==> src/rtl/mem_port_arbiter_if.sv <==
// Request/response and memory-bus signal bundle for mem_port_arbiter.
// master = the arbiter itself; slave = the pipeline stages and memory around it.
interface mem_port_arbiter_if #(
    parameter int ADDR_W = 32,
    parameter int DATA_W = 32
);
    localparam int STRB_W = DATA_W / 8;

    logic              if_req;
    logic [ADDR_W-1:0] if_addr;
    logic              if_flush;
    logic              if_done;
    logic [DATA_W-1:0] if_rdata;
    logic              if_stall;

    logic              mem_req;
    logic              mem_we;
    logic [ADDR_W-1:0] mem_addr;
    logic [DATA_W-1:0] mem_wdata;
    logic [STRB_W-1:0] mem_wstrb;
    logic              mem_done;
    logic [DATA_W-1:0] mem_rdata;
    logic              mem_stall;

    logic              bus_err;
    logic              bus_req;
    logic              bus_we;
    logic [ADDR_W-1:0] bus_addr;
    logic [DATA_W-1:0] bus_wdata;
    logic [STRB_W-1:0] bus_wstrb;
    logic              bus_ack;
    logic [DATA_W-1:0] bus_rdata;

    modport master (
        input  if_req, if_addr, if_flush,
        input  mem_req, mem_we, mem_addr, mem_wdata, mem_wstrb,
        input  bus_ack, bus_rdata,
        output if_done, if_rdata, if_stall,
        output mem_done, mem_rdata, mem_stall,
        output bus_err, bus_req, bus_we, bus_addr, bus_wdata, bus_wstrb
    );

    modport slave (
        output if_req, if_addr, if_flush,
        output mem_req, mem_we, mem_addr, mem_wdata, mem_wstrb,
        output bus_ack, bus_rdata,
        input  if_done, if_rdata, if_stall,
        input  mem_done, mem_rdata, mem_stall,
        input  bus_err, bus_req, bus_we, bus_addr, bus_wdata, bus_wstrb
    );
endinterface

==> src/rtl/mem_port_arbiter.sv <==
// Shares one single-ported memory bus between instruction fetch and data access,
// data access first; registered bus outputs, done pulses, flush drop and ack timeout.
module mem_port_arbiter #(
    parameter int ADDR_W  = 32,
    parameter int DATA_W  = 32,
    parameter int TIMEOUT = 16
) (
    input  logic                  clk,
    input  logic                  rst,
    mem_port_arbiter_if.master    port
);
    localparam int STRB_W = DATA_W / 8;
    localparam int CNT_W  = (TIMEOUT > 0) ? $clog2(TIMEOUT + 1) : 1;

    typedef enum logic [1:0] {IDLE, DATA, FETCH} state_t;

    state_t            r_state;
    logic [CNT_W-1:0]  r_cnt;
    logic              r_drop;
    logic              r_if_done;
    logic              r_mem_done;
    logic              r_bus_err;
    logic [DATA_W-1:0] r_if_rdata;
    logic [DATA_W-1:0] r_mem_rdata;
    logic              r_bus_req;
    logic              r_bus_we;
    logic [ADDR_W-1:0] r_bus_addr;
    logic [DATA_W-1:0] r_bus_wdata;
    logic [STRB_W-1:0] r_bus_wstrb;

    logic w_mem_go;
    logic w_if_go;
    logic w_timeout;
    logic w_drop;

    // A requester whose done pulse is high this cycle has not yet seen it, so it is masked.
    assign w_mem_go  = port.mem_req & ~r_mem_done;
    assign w_if_go   = port.if_req & ~port.if_flush & ~r_if_done;
    assign w_timeout = (TIMEOUT > 0) && (r_cnt == CNT_W'(TIMEOUT - 1)) && !port.bus_ack;
    assign w_drop    = r_drop | port.if_flush;

    always_ff @(posedge clk) begin
        // NOTE: non-blocking throughout so every branch reads pre-edge state; defaults below are legal overrides.
        if (rst) begin
            r_state     <= IDLE;
            r_cnt       <= '0;
            r_drop      <= 1'b0;
            r_if_done   <= 1'b0;
            r_mem_done  <= 1'b0;
            r_bus_err   <= 1'b0;
            r_if_rdata  <= '0;
            r_mem_rdata <= '0;
            r_bus_req   <= 1'b0;
            r_bus_we    <= 1'b0;
            r_bus_addr  <= '0;
            r_bus_wdata <= '0;
            r_bus_wstrb <= '0;
        end else begin
            r_if_done  <= 1'b0;
            r_mem_done <= 1'b0;
            r_bus_err  <= 1'b0;
            case (r_state)
                IDLE: begin
                    r_cnt <= '0;
                    if (w_mem_go) begin
                        r_bus_req   <= 1'b1;
                        r_bus_we    <= port.mem_we;
                        r_bus_addr  <= port.mem_addr;
                        r_bus_wdata <= port.mem_wdata;
                        r_bus_wstrb <= port.mem_we ? port.mem_wstrb : '0;
                        r_state     <= DATA;
                    end else if (w_if_go) begin
                        r_bus_req   <= 1'b1;
                        r_bus_we    <= 1'b0;
                        r_bus_addr  <= port.if_addr;
                        r_bus_wstrb <= '0;
                        r_drop      <= 1'b0;
                        r_state     <= FETCH;
                    end
                end
                DATA: begin
                    if (port.bus_ack) begin
                        r_bus_req  <= 1'b0;
                        r_cnt      <= '0;
                        r_mem_done <= 1'b1;
                        if (!r_bus_we) r_mem_rdata <= port.bus_rdata;
                        r_state    <= IDLE;
                    end else if (w_timeout) begin
                        r_bus_req  <= 1'b0;
                        r_cnt      <= '0;
                        r_mem_done <= 1'b1;
                        r_bus_err  <= 1'b1;
                        r_state    <= IDLE;
                    end else begin
                        r_cnt <= r_cnt + 1'b1;
                    end
                end
                FETCH: begin
                    if (port.if_flush) r_drop <= 1'b1;
                    if (port.bus_ack) begin
                        r_bus_req <= 1'b0;
                        r_cnt     <= '0;
                        r_drop    <= 1'b0;
                        if (!w_drop) begin
                            r_if_rdata <= port.bus_rdata;
                            r_if_done  <= 1'b1;
                        end
                        r_state   <= IDLE;
                    end else if (w_timeout) begin
                        // A flushed fetch has no owner left to notify; the error still reports.
                        r_bus_req <= 1'b0;
                        r_cnt     <= '0;
                        r_drop    <= 1'b0;
                        r_bus_err <= 1'b1;
                        if (!w_drop) r_if_done <= 1'b1;
                        r_state   <= IDLE;
                    end else begin
                        r_cnt <= r_cnt + 1'b1;
                    end
                end
                default: r_state <= IDLE;
            endcase
        end
    end

    assign port.if_done   = r_if_done;
    assign port.if_rdata  = r_if_rdata;
    assign port.if_stall  = port.if_req & ~r_if_done & ~port.if_flush;
    assign port.mem_done  = r_mem_done;
    assign port.mem_rdata = r_mem_rdata;
    assign port.mem_stall = port.mem_req & ~r_mem_done;
    assign port.bus_err   = r_bus_err;
    assign port.bus_req   = r_bus_req;
    assign port.bus_we    = r_bus_we;
    assign port.bus_addr  = r_bus_addr;
    assign port.bus_wdata = r_bus_wdata;
    assign port.bus_wstrb = r_bus_wstrb;
endmodule
==> src/flat_wrapper.sv <==
// flat-port wrapper written by rule: the top's interface ports become plain ports
module mem_port_arbiter_flat 
#(
    parameter int ADDR_W  = 32,
    parameter int DATA_W  = 32,
    parameter int TIMEOUT = 16
)
  (clk, rst, port_if_req, port_if_addr, port_if_flush, port_mem_req, port_mem_we, port_mem_addr, port_mem_wdata, port_mem_wstrb, port_bus_ack, port_bus_rdata, port_if_done, port_if_rdata, port_if_stall, port_mem_done, port_mem_rdata, port_mem_stall, port_bus_err, port_bus_req, port_bus_we, port_bus_addr, port_bus_wdata, port_bus_wstrb);
  mem_port_arbiter_if #(.ADDR_W(ADDR_W), .DATA_W(DATA_W)) port_i ();
  input  logic clk;
  input  logic rst;
  input wire logic [$bits(port_i.if_req)-1:0] port_if_req;
  input wire logic [$bits(port_i.if_addr)-1:0] port_if_addr;
  input wire logic [$bits(port_i.if_flush)-1:0] port_if_flush;
  input wire logic [$bits(port_i.mem_req)-1:0] port_mem_req;
  input wire logic [$bits(port_i.mem_we)-1:0] port_mem_we;
  input wire logic [$bits(port_i.mem_addr)-1:0] port_mem_addr;
  input wire logic [$bits(port_i.mem_wdata)-1:0] port_mem_wdata;
  input wire logic [$bits(port_i.mem_wstrb)-1:0] port_mem_wstrb;
  input wire logic [$bits(port_i.bus_ack)-1:0] port_bus_ack;
  input wire logic [$bits(port_i.bus_rdata)-1:0] port_bus_rdata;
  output wire logic [$bits(port_i.if_done)-1:0] port_if_done;
  output wire logic [$bits(port_i.if_rdata)-1:0] port_if_rdata;
  output wire logic [$bits(port_i.if_stall)-1:0] port_if_stall;
  output wire logic [$bits(port_i.mem_done)-1:0] port_mem_done;
  output wire logic [$bits(port_i.mem_rdata)-1:0] port_mem_rdata;
  output wire logic [$bits(port_i.mem_stall)-1:0] port_mem_stall;
  output wire logic [$bits(port_i.bus_err)-1:0] port_bus_err;
  output wire logic [$bits(port_i.bus_req)-1:0] port_bus_req;
  output wire logic [$bits(port_i.bus_we)-1:0] port_bus_we;
  output wire logic [$bits(port_i.bus_addr)-1:0] port_bus_addr;
  output wire logic [$bits(port_i.bus_wdata)-1:0] port_bus_wdata;
  output wire logic [$bits(port_i.bus_wstrb)-1:0] port_bus_wstrb;
  assign port_i.if_req = port_if_req;
  assign port_i.if_addr = port_if_addr;
  assign port_i.if_flush = port_if_flush;
  assign port_i.mem_req = port_mem_req;
  assign port_i.mem_we = port_mem_we;
  assign port_i.mem_addr = port_mem_addr;
  assign port_i.mem_wdata = port_mem_wdata;
  assign port_i.mem_wstrb = port_mem_wstrb;
  assign port_i.bus_ack = port_bus_ack;
  assign port_i.bus_rdata = port_bus_rdata;
  assign port_if_done = port_i.if_done;
  assign port_if_rdata = port_i.if_rdata;
  assign port_if_stall = port_i.if_stall;
  assign port_mem_done = port_i.mem_done;
  assign port_mem_rdata = port_i.mem_rdata;
  assign port_mem_stall = port_i.mem_stall;
  assign port_bus_err = port_i.bus_err;
  assign port_bus_req = port_i.bus_req;
  assign port_bus_we = port_i.bus_we;
  assign port_bus_addr = port_i.bus_addr;
  assign port_bus_wdata = port_i.bus_wdata;
  assign port_bus_wstrb = port_i.bus_wstrb;
  mem_port_arbiter #(.ADDR_W(ADDR_W), .DATA_W(DATA_W), .TIMEOUT(TIMEOUT)) u_core (.clk(clk), .rst(rst), .port(port_i));
endmodule
==> config.mk <==
export PLATFORM = sky130hd
export DESIGN_NAME = mem_port_arbiter_flat
export DESIGN_NICKNAME = d
export VERILOG_FILES = /design/src/rtl/mem_port_arbiter_if.sv /design/src/rtl/mem_port_arbiter.sv /design/src/flat_wrapper.sv
export SDC_FILE = /design/constraint.sdc
export NUM_CORES = 1
export LEC_CHECK = 0
export CORE_MARGIN = 5
export CORE_UTILIZATION = 40
export DETAILED_ROUTE_END_ITERATION = 8
export GPL_ROUTABILITY_DRIVEN = 1
export HOLD_SLACK_MARGIN = 0.08
export PLACE_DENSITY_LB_ADDON = 0.25
export SLEW_MARGIN = 10
export SYNTH_ARGS = -nofsm -noshare
export SYNTH_HDL_FRONTEND = slang
export SYNTH_SLANG_ARGS = --single-unit
export TNS_END_PERCENT = 20
==> constraint.sdc <==
create_clock -name clk -period 2.35 [get_ports clk]
set_clock_uncertainty 0.2 [all_clocks]
set_input_delay 0.47 -clock clk [delete_from_list [all_inputs] [get_ports clk]]
set_output_delay 0.47 -clock clk [all_outputs]
set_load 0.03 [all_outputs]
==> run metrics <==
status completed; top-area cell type share of the netlist area 53.27%; maxcap violations 0; Synth async-reset ratio 0%; Synth Warn # 0; CTS tree built; setup violators final 0; Antenna Cells 0; drt first pass iters 5; dpl hpwl between 10000 and 15000 um; drt drc 0; worst hold path class flop to flop; final worst-path cycle share a little over nine tenths; DRT iter0 DRCs 245; slew margin rel. roughly 60%; # rows 42; Hold Buf Count CTS 0; area of the die between 15000 and 20000 um2; post-CTS setup buffers 0; area grow syn2layout 65.26%; Synth Area in Adders roughly 1.1%; Horiz. Die Dim 126.7 um; Largest delay share family, worst path buffers and inverters; P_sw about 0.0018 W; Internal Power ~0.005 W; die height around 130 um; Buf/Inv on CP 1; Worst Path Required 1680 ps; CTS clock-pin slew for the worst setup and hold paths ~60 ps; post-synthesis compound-gate area fraction 16.58%; worst-case vdd ir drop about 430 uV; layout cells sized above 1 6.042%; initial antenna violation count 0; overall power consumption roughly 0.0067 W; worst skew pair latency 410 ps; CP max stage cell clkdlybuf4s50_1; mean routed wirelength per cell approximately 15 um; Via density 4.848; Sink Count 145; Final Util between 60 and 70%; DR vias between 5000 and 6000; fraction of synthesized area in multiplexers 0%; Final Net Count between 1000 and 1500; post-synthesis xor/xnor area fraction 0%; WS Path Type flop to output port; CTS buffer count 17; setup TNS 0 ps; initial core utilization a little over 40%; largest cells by area after synthesis dfxtp_1 53%, nand2_1 18%, a21oi_1 9.3%; vias in the first global route about 5200; total wire length about 17000 um; Post-Syn Nets about 830; CP max FO 4; post-cts repair resize count 0; unrepaired setup endpoints after global routing no; largest family of logic cells by synthesized area simple AND/OR/NAND/NOR gates; endpoints failing hold 0; Startpoint Class flop; Avg Cell Area, Syn slightly below 8 um2; commonest register cell after synthesis dfxtp_1; sequential share of the synthesized area a little over half; Final Max Tran Viols 0; Flop pwr share approximately 40%; Synth Cell Area between 5000 and 6000 um2; pin count of the biggest net entering global routing 65; Sw Share 27.07%; count of unique library cells instantiated by Yosys 34; Least-Margin Pin Slew 600.8 ps; Mapped Cells between 600 and 700; Core Area between 10000 and 15000 um2; Clock Tree Buf Depth 2; Yosys reg bits around 150; Power Density ~750 nW/um2; area leader, netlist dfxtp_1; PortBufs around 280; first-pass GRT wire length about 27000 um; GP Congestion about 0.8; dpl cells ~1100; CP max stage delay ~750 ps; Finished Layout Cells around 1100; Antenna Nets Post-Route 0; crit path DAT around 1600 ps; Remaining Overflow, GRT 0; EDFF count, synth 0; I/O Pins between 200 and 300; Period minus WS final around 2200 ps; Critical Path End Type output port; highest clock rate 449.6 MHz; H-Tree Depth 4; gr usage total between 20 and 25%; clock power share between 40 and 50%; Leakage about 3.3 nW; crit path cell chain clkdlybuf4s50_1; power share of the combinational group slightly below 20%; hold slack final between 200 and 250 ps; Simple-Gate Fraction of Synth Area around a quarter; CTS root buf clkbuf_16
==> worst reg2reg max path, cell delays in order (launching register included) <==
cell      delay (ps)
dfxtp_1          380
inv_1             80
ha_1             330
nand2b_1         220
o32ai_1          180
or4_1            410
nand2_1           70
==> metal layers <==
layer	up-vias	share of wire [%]	GRT usage [%]
met4	0	2.0	7.508
met3	28	9.8	9.164
li1	2804	-	-
met2	181	48	33.97
met5	-	0	0
met1	2494	40	23.91
==> cells in the mapped netlist, types with 2 or more instances <==
| cell type | count |
|---|---|
| nand2b_1 | 2 |
| a2bb2oi_1 | 2 |
| nor2_1 | 45 |
| nand3b_1 | 2 |
| a32oi_1 | 4 |
| dfxtp_1 | 145 |
| nand2_1 | 263 |
| buf_2 | 10 |
| inv_1 | 4 |
| ha_1 | 5 |
| a311oi_1 | 31 |
| buf_6 | 5 |
| nor3b_1 | 2 |
| clkbuf_1 | 36 |
| nor4_1 | 2 |
| a31oi_1 | 2 |
| nand3_1 | 5 |
| nor3_1 | 2 |
| a21oi_1 | 101 |
| o21ai_0 | 3 |
==> cells by family after synthesis <==
group                      count (synthesis)
DFF                                      145
adders and majority gates                  5
AOI/OAI and AO/OA                        148
and+or+nand+nor                          331
buffers and inverters                     56
==> cell usage in the layout, fill, tap and decap left out, types with 2 or more instances in the layout <==
cell type / Yosys / final
clkbuf_16: 0 / 17
buf_4: 0 / 14
nor2_1: 45 / 44
o21ai_0: 3 / 3
nand2b_1: 2 / 2
clkinv_2: 0 / 2
buf_12: 0 / 6
nor2_2: 1 / 2
bufinv_16: 0 / 3
nor3_1: 2 / 2
inv_1: 4 / 4
nand2_1: 263 / 263
a32oi_1: 4 / 4
a311oi_1: 31 / 31
clkinv_4: 0 / 2
a21oi_1: 101 / 101
a31oi_1: 2 / 2
nor4_1: 2 / 2
a2bb2oi_1: 2 / 2
nor3b_1: 2 / 2
dfxtp_1: 145 / 145
nand3_1: 5 / 5
ha_1: 5 / 5
clkdlybuf4s50_1: 0 / 274
clkinvlp_4: 0 / 6
nand3b_1: 2 / 2
==> registers in the layout, summed over array words and instances (netlist names) <==
name                   count
u_core.port.bus_addr      32
u_core.port.bus_err        1
u_core.port.bus_req        1
u_core.port.bus_wdata     32
u_core.port.bus_we         1
u_core.port.bus_wstrb      4
u_core.port.if_done        1
u_core.port.if_rdata      32
u_core.port.mem_done       1
u_core.port.mem_rdata     32
u_core.r_cnt               5
u_core.r_drop              1
u_core.r_state             2
==> worst paths after layout <==
path	from	to	slack, ps	depth (start not counted)
min reg2reg	u_core.r_cnt[4]	u_core.port.bus_err	240	1
min	u_core.r_cnt[4]	u_core.port.bus_err	240	1
max	u_core.port.bus_we	port_bus_we	130	1
max reg2reg	u_core.r_state[0]	u_core.port.bus_req	420	6
==> area by class of cell <==
type                            count  area, um2
Clock inverter                     13      162.7
Tap cell                          176      220.2
Fill cell                        1119       4290
Sequential cell                   145       2903
Timing Repair Buffer              294       2968
Inverter                            5      21.27
Multi-Input combinational cell    484       2287
Clock buffer                       19      442.9
==> power groups by stage <==
stage                     Sequential (W)  Clock (W)  Combinational (W)
after CTS                        0.00268    0.00279            0.00134
after global placement           0.00273          0            0.00132
final                            0.00268    0.00273            0.00132
after floorplan                  0.00301          0           0.000406
after global routing             0.00270    0.00291            0.00141
after detailed placement         0.00274          0            0.00133
==> per-stage QoR <==
| step | worst slack [ps] | area [um2] |
|---|---|---|
| final | 125.8 | 9005 |
| after global routing | 58.51 | 9005 |
| after CTS | 62.63 | 9005 |
| after detailed placement | 75.77 | 8399 |
| after global placement | 122.2 | 8399 |
| after floorplan | 467.1 | 5449 |
Power figures use the tool's default switching activity.
